[src/rtl/hpu_id_dsq.sv]
// Rename-to-dispatch slot queue: compacts active slots of each renamed group into a ring
// and presents the oldest PARAL entries as the dispatch window.
module hpu_id_dsq #(
  parameter int PARAL  = 2,
  parameter int DEPTH  = 8,
  parameter int SLOT_W = 32
) (
  input  logic                         clk_i,
  input  logic                         rst_i,
  input  logic                         flush_en_i,
  input  logic                         ckpt_rcov_en_i,
  input  logic                         grp_vld_i,
  input  logic [PARAL-1:0]             slot_act_i,
  input  logic [PARAL*SLOT_W-1:0]      slot_data_i,
  output logic [PARAL-1:0]             dsp_vld_o,
  output logic [PARAL*SLOT_W-1:0]      dsp_data_o,
  input  logic [$clog2(PARAL+1)-1:0]   dsp_take_i,
  output logic                         stall_o,
  output logic [$clog2(DEPTH):0]       cnt_o
);

  localparam int IW = $clog2(DEPTH);
  localparam int CW = IW + 1;

  logic [SLOT_W-1:0] r_mem [DEPTH];
  logic [IW:0]       r_head;
  logic [IW:0]       r_tail;

  logic [CW-1:0]     w_cnt;
  logic [CW-1:0]     w_free;
  logic              w_stall;
  logic              w_clear;
  logic              w_enq;
  logic [CW-1:0]     w_n_in;
  logic [CW-1:0]     w_take;
  logic [CW-1:0]     w_n_out;
  logic [IW-1:0]     w_off [PARAL];
  logic [CW-1:0]     w_acc;

  // Pointers carry a wrap flag in the MSB, so the difference is the true occupancy even when full.
  assign w_cnt   = r_tail - r_head;
  assign w_free  = CW'(DEPTH) - w_cnt;
  assign w_stall = (w_free < CW'(PARAL));
  assign w_clear = rst_i | flush_en_i | ckpt_rcov_en_i;
  assign w_enq   = grp_vld_i & ~w_stall & ~w_clear;
  assign w_take  = CW'(dsp_take_i);
  assign w_n_out = (w_take > w_cnt) ? w_cnt : w_take;

  assign stall_o = w_stall;
  assign cnt_o   = w_cnt;

  // Each active slot lands at tail plus the number of active slots below it.
  always_comb begin
    w_acc = '0;
    for (int i = 0; i < PARAL; i++) begin
      w_off[i] = w_acc[IW-1:0];
      if (slot_act_i[i]) w_acc = w_acc + CW'(1);
    end
    w_n_in = w_acc;
  end

  always_comb begin
    dsp_vld_o  = '0;
    dsp_data_o = '0;
    for (int k = 0; k < PARAL; k++) begin
      dsp_vld_o[k]                  = (CW'(k) < w_cnt);
      dsp_data_o[k*SLOT_W +: SLOT_W] = r_mem[r_head[IW-1:0] + IW'(k)];
    end
  end

  always_ff @(posedge clk_i) begin
    if (w_clear) begin
      r_head <= '0;
      r_tail <= '0;
    end else begin
      r_head <= r_head + w_n_out;
      if (w_enq) r_tail <= r_tail + w_n_in;
    end
  end

  always_ff @(posedge clk_i) begin
    if (w_enq) begin
      for (int i = 0; i < PARAL; i++) begin
        if (slot_act_i[i]) r_mem[r_tail[IW-1:0] + w_off[i]] <= slot_data_i[i*SLOT_W +: SLOT_W];
      end
    end
  end

endmodule

[config.mk]
export PLATFORM = sky130hd
export DESIGN_NAME = hpu_id_dsq
export DESIGN_NICKNAME = d
export VERILOG_FILES = /design/src/rtl/hpu_id_dsq.sv
export SDC_FILE = /design/constraint.sdc
export NUM_CORES = 1
export LEC_CHECK = 0
export CAP_MARGIN = 5
export CORE_UTILIZATION = 60
export CTS_CLUSTER_DIAMETER = 40
export DETAILED_ROUTE_END_ITERATION = 10
export DONT_BUFFER_PORTS = 1
export PLACE_DENSITY_LB_ADDON = 0.1
export SLEW_MARGIN = 30
export SYNTH_ARGS = -nofsm -noshare
export SYNTH_HDL_FRONTEND = slang
export SYNTH_SLANG_ARGS = --single-unit
export TNS_END_PERCENT = 1
[constraint.sdc]
create_clock -name clk_i -period 7.5 [get_ports clk_i]
set_input_delay 1.875 -clock clk_i [delete_from_list [all_inputs] [get_ports clk_i]]
set_output_delay 1.875 -clock clk_i [all_outputs]
set_load 0.01 [all_outputs]
# After elaboration in Yosys (flattened, before gate mapping)
# Memory sizes are Yosys's and may differ from the RTL's. A register that Yosys moved wholly into a read port is not among the register bits.
# Index checks and enable logic that the tools add are counted.
# op_classes
addsub	7
order_cmp	4
muxes	10
n_bitwise	6
# ops
operator	count
$add 4x4->4	2
$lt 1x4->1 const A	2
$mux 4	2
$mux 1	7
$add 4x1->4 const B	1
$gt 2x4->1	1
$lt 4x2->1 const B	1
$sub 4x4->4	1
$sub 4x4->4 const A	1
$add 3x1->3 const B	1
$add 3x3->3	1
$mux 3	1
$and 1x1->1	2
$not 1->1	2
$or 1x1->1	2
# word_totals
regBits	8
ram_bits	256
inputBits	73
out_inout_bits	71
word_cells	30
n_memories	1
# memory_table
name	words	word_bits	read_ports	rd_ports_with_merged_regs	wr	line	rtl
r_mem	8	32	2	1	2	25	logic [SLOT_W-1:0] r_mem [DEPTH];

# Logic depth before layout (Yosys ltp)
# logic_depth
depth_word	8
depth_mapped	14

# Worst setup path after synthesis
# Ideal clock, no wire load.
# synth_path
path_type	register to register
from	register r_head[1]
to	memory r_mem[5][0] (enable)
t_arrival_ns	5.528
required_ns	7.030
slack_ns	1.502
path_stages_with_launch	13
n_path_buf	4
period_less_slack_ns	5.998
path_cell_list	dfxtp_1 > clkbuf_1 > buf_1 > inv_1 > fa_1 > inv_1 > ha_1 > nor2_1 > or3b_1 > buf_6 > buf_6 > o211ai_1 > o31ai_1
# synth_lines
element	line	rtl
start, declared	26	logic [IW:0] r_head;
start signal, assigned	76	r_head <= r_head + w_n_out;
end, declared	25	

# Worst setup path after layout
# layout_path
from	register r_head[0]
to	output stall_o
# layout_via
elab_chain_len	3
# layout_lines
element	line	rtl
$sub 4x4->4	41	assign w_cnt = r_tail - r_head;
net cnt_o[1]	19	output logic [$clog2(DEPTH):0] cnt_o
$sub 4x4->4	42	assign w_free = CW'(DEPTH) - w_cnt;
$lt 4x2->1	43	assign w_stall = (w_free < CW'(PARAL));
end, declared	18	output logic stall_o,
# The timed path passes the listed nets, and every way through them passes these cells.

==> summary.txt <==
Setup path
  • Endpoint type of the worst setup path: output port
  • Arrival time at the worst endpoint: 3820 ps
  • Crit Path Category: reg2out
  • Flop2flop setup slack: 2420 ps
  • Reg2Reg Depth: 10
  • Startpoint Class: flop
  • Worst EP required: 5620 ps
  • Crit Path Max Fanout: 44

Floorplan
  • # IOs: 144
  • Initial Util: 61.7%
  • Die ar.: 26800 µm²
  • Row count: 58
  • Die W: 164 µm
  • Die span in y: 164 µm
  • Core ar.: 25400 µm²

Cells and area
  • # diodes: 0
  • Final nets: 1042
  • Share of cells above drive strength 1: 52.7%
  • Final cell utilization of the core: 69.1%
  • Area of the multi-input gates: 7530 µm²
  • Most frequent cells in the layout: mux2_2 (278), edfxtp_1 (256), mux4_2 (128)
  • Sequential standard cell area: 7860 µm²
  • Fill cells: 1625
  • Commonest non-fill, non-tap cell in the layout: mux2_2
  • Layout area overhead: 12.0%

Clock network
  • Post-CTS setup buffers: 0
  • Hold buffers post-CTS: 0
  • TritonCTS clock tree: yes
  • CTS Buf Count: 42
  • Clock Tree Buf Depth: 3
  • H-tree levels: 2
  • Clk_lat worst skew: 520 ps
  • Reg clk slew, reported paths: 50 ps
  • Post-cts sizing count: 0
  • Clock sinks: 264
  • Clk Tree Root Cell: clkbuf_16

Routing
  • Wirelength per Cell: 29.6 µm
  • Starting DRT DRC Count: 884
  • Initial DRT Pass Iterations: 7
  • Via/cell ratio: 7.05
  • Post-route antenna net violation count: 0
  • Post-Route WL: 38.9 mm
  • DRC Markers: 0
  • Total number of vias: 9264

Yosys
  • Number of enable flip-flop cells after synthesis: 256
  • Number of synthesis warnings: 0
  • Synthesis-stage register bit count: 264
  • Asr flop ratio synth: 0%
  • Synth unique cells: 45
  • Netlist Area Pre-Place: 15700 µm²
  • Sequential share of the synthesized area: 50.1%
  • Avg Cell Area, Syn: 16.3 µm²
  • Syn_nets: 1050
  • Syn Inst Count: 959
  • Synth Flop Type: edfxtp_1

Placed design
  • Port bufs: 0
  • Place WS: 2310 ps
  • Hpwl dp: 23.5 mm
  • Final GP Congestion: 0.837

Timing
  • Max Clock Freq: 176 MHz
  • Setup ws final: 1810 ps
  • Worst-Margin Slew: 945 ps
  • Fin. max-slew vios: 0
  • Unrepaired setup endpoints after global routing: false
  • Final Cycle Share: 75.9%
  • Relative slew slack: 37.0%
  • Setup total negative slack: 0 ps
  • Hold Slack: 496 ps
  • Hold Fails Final Rpt: 0
  • Post-route minimum period: 5690 ps
  • Clock skew: 20.5 ps
  • Setup violators final: 0

Worst hold path
  • Worst Hold Depth: 2
  • Hold Crit Class: reg2reg

Power and ir drop
  • PD cells: 229 nW/µm²
  • Max VDD drop: 0.285 mV
  • Static leakage: 5.72 nW

Global route
  • GRT Resource Usage Total: 29.8%
  • Pin count of the biggest net entering global routing: 65
  • Initial antenna violation count: 0
  • Overflow after GRT: 0
  • First-pass GRT wire length: 58.6 mm
  • Vias in the first global route: 9858

Job
  • Max Cap Viol: 0

Run status
  • Outcome: complete, no violations
-- worst max-delay path, cell delays in order, from the launching register on --
cell and delay (ps):
dfxtp_4 820, ha_1 260, inv_1 70, fa_1 620, inv_1 130, ha_1 280, or3b_1 750, nor2_1 360
-- cells by family (layout without fill, tap and decap cells) --
| kind of cell | count (synthesis) | in the layout | share of synthesized area [%] |
|---|---|---|---|
| AOI/OAI and AO/OA | 33 | 33 | 1.93 |
| muxes | 420 | 420 | 39.4 |
| and+or+nand+nor | 130 | 130 | 3.35 |
| other | 1 | 1 | 0.0239 |
| adders and majority gates | 18 | 18 | 1.58 |
| buffers and inverters | 84 | 109 | 3.00 |
| DFF | 264 | 264 | 50.1 |
| xor gates and xnor gates | 9 | 9 | 0.655 |
-- metal layers --
metal / wire length, µm / GRT usage (%) / vias to the layer above
met2: 19900 / 50.6 / 423
met3: 3270 / 6.68 / 64
met1: 14900 / 38.4 / 4898
met4: 799 / 9.09 / 0
met5: 0 / 0 / -
li1: - / - / 3879
-- flip-flops by register name, indices dropped and copies added (netlist names) --
register,count
r_mem,256
r_head,4
r_tail,4
-- path summary, 6_finish.rpt --
kind	from	endpoint
max	r_head[0]	stall_o
min	r_tail[3]	r_tail[3]
max reg2reg	r_head[0]	r_mem[5][14]
min reg2reg	r_tail[3]	r_tail[3]
-- power breakdown --
group | switching, W | internal, W
Sequential | 0.0000181 | 0.00163
Combinational | 0.000205 | 0.000181
Clock | 0.000711 | 0.00127
Total | 0.000935 | 0.00308
-- synth_stat cells, types with 2 or more instances --
cell type	n	area share, %
edfxtp_1	256	49
nand2_1	103	2.5
and2_1	2	0.080
buf_4	4	0.19
clkbuf_1	28	0.67
buf_6	17	1.2
nand3_1	2	0.064
o21ai_0	4	0.13
a21oi_1	2	0.064
o2111ai_2	4	0.38
inv_1	12	0.29
nor2_1	12	0.29
o211ai_1	3	0.14
o31ai_1	4	0.19
o211a_1	2	0.13
buf_1	14	0.34
nor4_1	2	0.080
o21a_1	3	0.14
o2111ai_1	2	0.11
nand2b_1	2	0.080
dfxtp_1	8	1.0
a41o_1	2	0.13
nor3_1	2	0.064
mux2i_1	3	0.19
mux4_2	128	18
fa_1	3	0.38
mux2_1	11	0.79
a21o_1	3	0.14
mux2_2	278	20
xor2_1	5	0.28
xnor2_1	2	0.11
ha_1	15	1.2
buf_2	9	0.29
-- layout make-up --
cell class / count / share of cell area [%]
timing repair buffer: 20 / 1.38
inverter: 12 / 0.257
tap: 330 / 2.35
sequential: 264 / 44.8
clock buffer: 49 / 6.51
multi-input combinational: 611 / 42.9
clock inverter: 28 / 1.80
-- stage by stage --
stage                     std cells  cell area [µm²]  power, W
after floorplan                 959            15700   0.00199
after global placement         1231            15900   0.00204
after detailed placement       1236            16100   0.00206
after CTS                      1313            17500   0.00403
after global routing           1314            17500   0.00412
final                          1314            17500   0.00402
Power figures use the tool's default switching activity.
